==> src/rtl/wb_eth_cmd_master.sv <==
// Ethernet register command to WISHBONE classic-cycle master bridge.
// One command in flight; every transaction bounded by a retry limit and a stb timeout.
module wb_eth_cmd_master #(
    parameter int unsigned ADDR_WIDTH     = 28,
    parameter int unsigned DATA_WIDTH     = 32,
    parameter int unsigned TIMEOUT_CYCLES = 1024,
    parameter int unsigned RETRY_MAX      = 3
) (
    input  logic                    clk_i,
    input  logic                    rst_i,
    input  logic                    cmd_valid_i,
    output logic                    cmd_ready_o,
    input  logic                    cmd_we_i,
    input  logic [ADDR_WIDTH-1:0]   cmd_adr_i,
    input  logic [DATA_WIDTH-1:0]   cmd_dat_i,
    input  logic [DATA_WIDTH/8-1:0] cmd_sel_i,
    input  logic [7:0]              cmd_tag_i,
    output logic                    resp_valid_o,
    input  logic                    resp_ready_i,
    output logic [DATA_WIDTH-1:0]   resp_dat_o,
    output logic [7:0]              resp_tag_o,
    output logic [1:0]              resp_status_o,
    output logic                    wb_cyc_o,
    output logic                    wb_stb_o,
    output logic                    wb_we_o,
    output logic [ADDR_WIDTH-1:0]   wb_adr_o,
    output logic [DATA_WIDTH-1:0]   wb_dat_o,
    output logic [DATA_WIDTH/8-1:0] wb_sel_o,
    input  logic [DATA_WIDTH-1:0]   wb_dat_i,
    input  logic                    wb_ack_i,
    input  logic                    wb_err_i,
    input  logic                    wb_rty_i
);

    localparam int unsigned TO_WIDTH  = 16;
    localparam int unsigned RTY_WIDTH = 4;
    localparam logic [TO_WIDTH-1:0]  TO_LAST   = TO_WIDTH'(TIMEOUT_CYCLES - 1);
    localparam logic [RTY_WIDTH-1:0] RTY_LIMIT = RTY_WIDTH'(RETRY_MAX);

    localparam logic [1:0] ST_ACK     = 2'b00;
    localparam logic [1:0] ST_ERR     = 2'b01;
    localparam logic [1:0] ST_RTY     = 2'b10;
    localparam logic [1:0] ST_TIMEOUT = 2'b11;

    typedef enum logic [1:0] {
        S_IDLE,
        S_ISSUE,
        S_GAP,
        S_RESP
    } state_t;

    state_t                    r_state, w_state_next;
    logic                      r_cmd_ready, w_cmd_ready_next;
    logic                      r_cyc, w_cyc_next;
    logic                      r_resp_valid, w_resp_valid_next;
    logic                      r_we, w_we_next;
    logic [ADDR_WIDTH-1:0]     r_adr, w_adr_next;
    logic [DATA_WIDTH-1:0]     r_dat, w_dat_next;
    logic [DATA_WIDTH/8-1:0]   r_sel, w_sel_next;
    logic [7:0]                r_tag, w_tag_next;
    logic [DATA_WIDTH-1:0]     r_resp_dat, w_resp_dat_next;
    logic [1:0]                r_resp_status, w_resp_status_next;
    logic [RTY_WIDTH-1:0]      r_rty_cnt, w_rty_next;
    logic [TO_WIDTH-1:0]       r_to_cnt, w_to_next;

    // State and all registered outputs.
    always_ff @(posedge clk_i) begin
        if (rst_i) begin
            r_state       <= S_IDLE;
            r_cmd_ready   <= 1'b1;
            r_cyc         <= 1'b0;
            r_resp_valid  <= 1'b0;
            r_we          <= 1'b0;
            r_adr         <= '0;
            r_dat         <= '0;
            r_sel         <= '0;
            r_tag         <= '0;
            r_resp_dat    <= '0;
            r_resp_status <= '0;
            r_rty_cnt     <= '0;
            r_to_cnt      <= '0;
        end else begin
            r_state       <= w_state_next;
            r_cmd_ready   <= w_cmd_ready_next;
            r_cyc         <= w_cyc_next;
            r_resp_valid  <= w_resp_valid_next;
            r_we          <= w_we_next;
            r_adr         <= w_adr_next;
            r_dat         <= w_dat_next;
            r_sel         <= w_sel_next;
            r_tag         <= w_tag_next;
            r_resp_dat    <= w_resp_dat_next;
            r_resp_status <= w_resp_status_next;
            r_rty_cnt     <= w_rty_next;
            r_to_cnt      <= w_to_next;
        end
    end

    // Next-state and next-output logic.
    always_comb begin
        w_state_next       = r_state;
        w_we_next          = r_we;
        w_adr_next         = r_adr;
        w_dat_next         = r_dat;
        w_sel_next         = r_sel;
        w_tag_next         = r_tag;
        w_resp_dat_next    = r_resp_dat;
        w_resp_status_next = r_resp_status;
        w_rty_next         = r_rty_cnt;
        w_to_next          = r_to_cnt;

        case (r_state)
            S_IDLE: begin
                if (cmd_valid_i && r_cmd_ready) begin
                    w_we_next    = cmd_we_i;
                    w_adr_next   = cmd_adr_i;
                    w_dat_next   = cmd_dat_i;
                    w_sel_next   = cmd_sel_i;
                    w_tag_next   = cmd_tag_i;
                    w_rty_next   = '0;
                    w_to_next    = '0;
                    w_state_next = S_ISSUE;
                end
            end
            S_ISSUE: begin
                w_to_next = r_to_cnt + TO_WIDTH'(1);
                // Terminations outrank a timeout expiring in the same cycle.
                if (wb_err_i) begin
                    w_resp_dat_next    = '0;
                    w_resp_status_next = ST_ERR;
                    w_state_next       = S_RESP;
                end else if (wb_ack_i) begin
                    w_resp_dat_next    = r_we ? '0 : wb_dat_i;
                    w_resp_status_next = ST_ACK;
                    w_state_next       = S_RESP;
                end else if (wb_rty_i) begin
                    if (r_rty_cnt < RTY_LIMIT) begin
                        w_rty_next   = r_rty_cnt + RTY_WIDTH'(1);
                        w_to_next    = '0;
                        w_state_next = S_GAP;
                    end else begin
                        w_resp_dat_next    = '0;
                        w_resp_status_next = ST_RTY;
                        w_state_next       = S_RESP;
                    end
                end else if (r_to_cnt == TO_LAST) begin
                    w_resp_dat_next    = '0;
                    w_resp_status_next = ST_TIMEOUT;
                    w_state_next       = S_RESP;
                end
            end
            S_GAP: begin
                w_state_next = S_ISSUE;
            end
            S_RESP: begin
                if (resp_ready_i) begin
                    w_state_next = S_IDLE;
                end
            end
            default: begin
                w_state_next = S_IDLE;
            end
        endcase

        w_cyc_next        = (w_state_next == S_ISSUE);
        w_cmd_ready_next  = (w_state_next == S_IDLE);
        w_resp_valid_next = (w_state_next == S_RESP);
    end

    assign cmd_ready_o   = r_cmd_ready;
    assign resp_valid_o  = r_resp_valid;
    assign resp_dat_o    = r_resp_dat;
    assign resp_tag_o    = r_tag;
    assign resp_status_o = r_resp_status;
    assign wb_cyc_o      = r_cyc;
    assign wb_stb_o      = r_cyc;
    assign wb_we_o       = r_we;
    assign wb_adr_o      = r_adr;
    assign wb_dat_o      = r_dat;
    assign wb_sel_o      = r_sel;

endmodule

==> config.mk <==
export PLATFORM = sky130hd
export DESIGN_NAME = wb_eth_cmd_master
export DESIGN_NICKNAME = d
export VERILOG_FILES = /design/src/rtl/wb_eth_cmd_master.sv
export SDC_FILE = /design/constraint.sdc
export NUM_CORES = 1
export LEC_CHECK = 0
export BUFFER_PORTS_ARGS = -buffer_cell sky130_fd_sc_hd__buf_4
export CAP_MARGIN = 15
export CORE_MARGIN = 4
export CORE_UTILIZATION = 47
export DETAILED_ROUTE_END_ITERATION = 6
export PLACE_DENSITY_LB_ADDON = 0.15
export SETUP_SLACK_MARGIN = 0.5
export SLEW_MARGIN = 25
export SYNTH_ARGS = -nofsm -noshare
export SYNTH_HDL_FRONTEND = slang
export SYNTH_SLANG_ARGS = --single-unit
==> constraint.sdc <==
create_clock -name clk_i -period 2.4 [get_ports clk_i]
set_clock_uncertainty 0.15 [all_clocks]
set_input_delay 0.48 -clock clk_i [delete_from_list [all_inputs] [get_ports clk_i]]
set_output_delay 0.48 -clock clk_i [all_outputs]
set_load 0.02 [all_outputs]
Yosys cells after proc, flatten, opt, wreduce, memory -nomap -nowiden

Index checks and enable logic that the tools add are counted.

Register bits after elaboration: 132
Latch bits: 0
Memory bits (writable): 0
ROM bits: 0
Bits of input ports: 112
Output and inout port bits: 111
Word-level logic and storage cells: 68
Memories kept: 0

Add/subtract/negate cells: 2
$mul: 0
Divide/modulo/power cells: 0
Order comparisons: 1
Equal/unequal tests: 12
Shift operators: 0
Muxes and demuxes: 31
Bitwise gates (word level): 0
Reduce and logical (&&, ||, !) cells: 9

Operators with widths:

| operator                                                    | count |
|---|---|
| 2-to-1 mux 32 bit                                           | 6 |
| 2-to-1 mux 16 bit                                           | 5 |
| case mux 16 bit (2 select lines)                            | 1 |
| 2-to-1 mux 2 bit                                            | 11 |
| 2-to-1 mux 4 bit                                            | 5 |
| adder 16 x 1 -> 16 bit (second input constant)              | 1 |
| == test 16 x 10 -> 1 bit (second input constant)            | 1 |
| inequality test 2 bit (second input constant)               | 5 |
| case mux 2 bit (4 select lines)                             | 1 |
| case mux 4 bit (2 select lines)                             | 1 |
| == test 2 bit (second input constant)                       | 3 |
| AND reduction 6 bit                                         | 1 |
| adder 4 x 1 -> 4 bit (second input constant)                | 1 |
| == test 2 x 1 -> 1 bit (second input constant)              | 2 |
| logical NOT 2 bit                                           | 2 |
| less-than comparator 4 x 2 -> 1 bit (second input constant) | 1 |
| inequality test 4 bit (second input constant)               | 1 |
| AND reduction 2 bit                                         | 2 |
| nonzero test 4 bit                                          | 1 |
| AND reduction 3 bit                                         | 1 |
| nonzero test 2 bit                                          | 1 |
| logical AND 1 bit                                           | 1 |
| 2-to-1 mux 1 bit                                            | 1 |

Longest topological paths before layout

Depth in word-level cells: 7
Mapped depth: 7
Depth with buffers taken out: 5

Least setup slack after synthesis

No wires, ideal clock.

Path type: register -> register
From: register r_to_cnt[0]
To: register r_resp_dat[0] (netlist: resp_dat_o[0])
Library setup time: 72 ps
Arrival: 1707 ps
Data required time: 2178 ps
Setup slack: 471 ps
Stages on the path, launching flop included: 8
Path buffers: 2
Clock period less this slack: 1929 ps
Cell sequence: dfxtp_1 > ha_1 > and3_1 > buf_6 > a31oi_4 > nor3_4 > buf_8 > mux2i_1

Cells in the longest elaborated chain, start to end: 3

RTL lines:

| element                       | RTL line | RTL |
|---|---|---|
| from (decl)                   | 64       | `logic [TO_WIDTH-1:0] r_to_cnt, w_to_next;` |
| from (signal assigned)        | 95       | `r_to_cnt <= w_to_next;` |
| == test 16 x 10 -> 1 bit      | 146      | `end else if (r_to_cnt == TO_LAST) begin` |
| nonzero test 4 bit (no line)  | n/a      |  |
| AND reduction 3 bit (no line) | n/a      |  |
| to (signal assigned)          | 92       | `r_resp_dat <= w_resp_dat_next;` |
| to (decl)                     | 61       | `logic [DATA_WIDTH-1:0] r_resp_dat, w_resp_dat_next;` |

No other way between the ends.
A chain may end at the register's enable or synchronous reset.

Worst setup path in the final report

From: register r_rty_cnt[0]
To: register r_to_cnt[11]

Cells in the longest elaborated chain, start to end: 6

RTL lines:

| element                             | RTL line | RTL |
|---|---|---|
| from (decl)                         | 63       | `logic [RTY_WIDTH-1:0] r_rty_cnt, w_rty_next;` |
| from (signal assigned)              | 94       | `r_rty_cnt <= w_rty_next;` |
| less-than comparator 4 x 2 -> 1 bit | 137      | `if (r_rty_cnt < RTY_LIMIT) begin` |
| 2-to-1 mux 16 bit                   | 137      |  |
| 2-to-1 mux 16 bit                   | 136      | `end else if (wb_rty_i) begin` |
| 2-to-1 mux 16 bit                   | 132      | `end else if (wb_ack_i) begin` |
| 2-to-1 mux 16 bit                   | 128      | `if (wb_err_i) begin` |
| case mux 16 bit (2 select lines)    | 112      | `case (r_state)` |

No other way between the ends.

==> impl_metrics.env <==
export IMPL_synthDistinctLibCells=54
export IMPL_drt_iter0_drc=217
export IMPL_max_freq_mhz=526
export IMPL_cts_hold_buf=0
export IMPL_fp_dieH_um=113
export IMPL_hold_violations=0
export IMPL_hpwl_um=9990
export IMPL_min_period_over_period=0.792
export IMPL_grt_use_total=0.221
export IMPL_grt_pass1_wl_um=23000
export IMPL_critPathMaxStageDelay_ns=0.42
export IMPL_synth_area_leaders="dfxtp_1 51%, nand2_1 16%, a21oi_1 7.9%"
export IMPL_p_int_mw=4.25
export IMPL_n_antenna_cell=0
export IMPL_maxCapViolCount=0
export IMPL_slew_headroom=0.610
export IMPL_cts_max_level=4
export IMPL_p_comb_frac=0.219
export IMPL_hold_class="primary input to flip-flop"
export IMPL_clkPwrFrac=0.368
export IMPL_period_needed_ns=1.90
export IMPL_cts_sinks=132
export IMPL_synth_top_cell_area_share=0.509
export IMPL_drive_gt1_frac=0.353
export IMPL_io_pins=223
export IMPL_fp_row_count=38
export IMPL_finalSetupViolations=0
export IMPL_critPathLaunchType="flip-flop"
export IMPL_dr_total_vias=5041
export IMPL_synth_edf_count=0
export IMPL_ant_nets=0
export IMPL_antenna_found_initial=0
export IMPL_dominantRegCellSynth="dfxtp_1"
export IMPL_placed_cell_area_um2=6990
export IMPL_p_seq_frac=0.413
export IMPL_cp_required_ns=2.65
export IMPL_grt_pass1_vias=4872
export IMPL_fin_setup_tns_ns=0
export IMPL_cellLeakagePower_nw=3.25
export IMPL_first_pass_iters=4
export IMPL_rsz0062_at_grt="true"
export IMPL_clk_path_buf_depth=2
export IMPL_finalMaxSlewViolations=0
export IMPL_wl_um=14200
export IMPL_final_cell_mix="238 x buf_4, 222 x nand2_1, 125 x dfxtp_1, 81 x a21oi_1, 32 x mux2i_1"
export IMPL_power_switching_mw=1.70
export IMPL_place_gp_congestion=0.834
export IMPL_grt_max_degree=75
export IMPL_netlist_area_um2=5190
export IMPL_synth_area_leader_cell="dfxtp_1"
export IMPL_p_per_area_nw_per_um2=777
export IMPL_ys_seq_area_frac=0.509
export IMPL_numCtsBuffers=17
export IMPL_status="finished clean"
export IMPL_crit_chain="ha_4 > or3_4 > o21ai_4 > buf_6 > nor2_2 > a211o_1"
export IMPL_critPathSlowestCell="or3_4"
export IMPL_viasPerCell=5.09
export IMPL_portBuffers=222
export IMPL_start_util=0.479
export IMPL_ys_seq_elements=132
export IMPL_netlist_instances=619
export IMPL_clk_latency_ns=0.51
export IMPL_crit_path_end_kind="flip-flop"
export IMPL_cts_root_buf="clkbuf_8"
export IMPL_nets=953
export IMPL_ys_async_sr_fraction=0
export IMPL_cts_tree="yes"
export IMPL_ys_warn_count=0
export IMPL_avgSynthCellArea_um2=8.38
export IMPL_areaGrowthSynthToFinish_pct=47.7
export IMPL_critPathArrivalTime_ns=2.15
export IMPL_p_sw_frac=0.286
export IMPL_vdd_drop_max_mv=0.530
export IMPL_grt_overflow_total=0
export IMPL_final_common_cell="buf_4"
export IMPL_wl_per_cell_um=14.4
export IMPL_drc=0
export IMPL_die_area_um2=12800
export IMPL_stdcell_area_um2=7660
export IMPL_syn_nets=733
export IMPL_worst_pin_slew_ns=0.583
export IMPL_fp_coreArea_um2=10800
export IMPL_setup_worst_path_class="flip-flop to flip-flop"
export IMPL_path_clk_slew_ns=0.06
export IMPL_die_w_um=113
export IMPL_path_max_fanout=8
state kept, by name, indices dropped and copies added (netlist names):
| name | cells |
|---|---|
| wb_dat_o | 32 |
| cmd_ready_o | 1 |
| resp_dat_o | 32 |
| wb_adr_o | 28 |
| resp_tag_o | 8 |
| r_rty_cnt | 4 |
| wb_sel_o | 4 |
| wb_we_o | 1 |
| resp_valid_o | 1 |
| r_state | 2 |
| r_to_cnt | 16 |
| wb_cyc_o | 1 |
| resp_status_o | 2 |
metrics by stage:
step | hold WS, ns | util | setup slack (ns) | total power, mW | std cells
finish | 0.0601 | 0.707 | 0.498 | 5.95 | 990
global route | 0.0286 | 0.707 | 0.465 | 6.25 | 990
CTS | 0.0299 | 0.697 | 0.525 | 6.00 | 986
detailed placement | 0.299 | 0.645 | 0.0597 | 3.77 | 954
global placement | 0.292 | 0.645 | 0.142 | 3.74 | 954
floorplan | 0.280 | - | 0.520 | 3.23 | 619
critical path: cells and delay by family (launching register included):
| family | cells | cell delay (ns) |
|---|---|---|
| flip-flops | 1 | 0.36 |
| AO/OA/AOI/OAI | 2 | 0.51 |
| adder cells (fa/ha/maj) | 1 | 0.16 |
| AND/OR/NAND/NOR | 2 | 0.45 |
| buffers and inverters | 1 | 0.16 |
path summary, 6_finish.rpt:
path	start	to	slack (ns)	cells past startpoint
worst min register to register	resp_tag_o[1]	resp_tag_o[1]	0.30	2
worst max-delay path	r_rty_cnt[0]	r_to_cnt[11]	0.50	6
worst min-delay path	cmd_tag_i[0]	resp_tag_o[0]	0.06	3
worst max register to register	r_rty_cnt[0]	r_to_cnt[11]	0.50	6
power groups by stage:
stage | clock [mW] | combinational, mW | sequential [mW]
5_1_grt | 2.36 | 1.41 | 2.48
4_1_cts | 2.25 | 1.29 | 2.46
2_1_floorplan | 0 | 0.552 | 2.68
3_3_place_gp | 0 | 1.25 | 2.49
3_5_place_dp | 0 | 1.27 | 2.50
6_report | 2.19 | 1.30 | 2.46
logic make-up (layout without fill, tap and decap cells):
logic type | count (synthesis) | count (layout) | synth area share
adder cells (fa/ha/maj) | 2 | 2 | 0.00482
AND/OR/NAND/NOR | 283 | 283 | 0.234
buffers and inverters | 47 | 278 | 0.0458
flip-flops | 132 | 132 | 0.509
AO/OA/AOI/OAI | 122 | 122 | 0.142
multiplexers | 33 | 33 | 0.0637
routing by layer:
metal,wire [um],up-vias,track usage
met2,7120,167,0.370
met5,0,-,0
met4,178,0,0.0673
met3,1320,17,0.0963
met1,5620,2317,0.255
li1,-,2540,-
cell usage after synthesis, types with 3 or more instances:
cell and number:
nand2_1 222, dfxtp_1 132, a21oi_1 82, mux2i_1 33
clkbuf_1 23, nor2_1 12, nand3_1 11, buf_2 7
a311oi_1 6, buf_1 6, nand4_1 6, inv_1 5
o21ai_1 5, or3_1 5, a31oi_1 4, nor3_1 4
nor4_1 4, a41oi_1 3, buf_8 3, or4_1 3
timing repair:
| item | in CTS | in global routing |
|---|---|---|
| setup endpoints to repair | 53 | 44 |
| pin swaps | 2 | 8 |
| gates resized for setup | 13 | 19 |
| buffers inserted | 2 | 4 |
layout make-up:
type | instances | area, um2
clock inverter | 6 | 30.0
clock buffer | 24 | 470
tap | 140 | 175
inverter | 5 | 18.8
sequential | 132 | 2660
timing repair buffer | 243 | 1870
fill | 869 | 3180
multi-input combinational | 440 | 2440
Power figures use the tool's default switching activity.
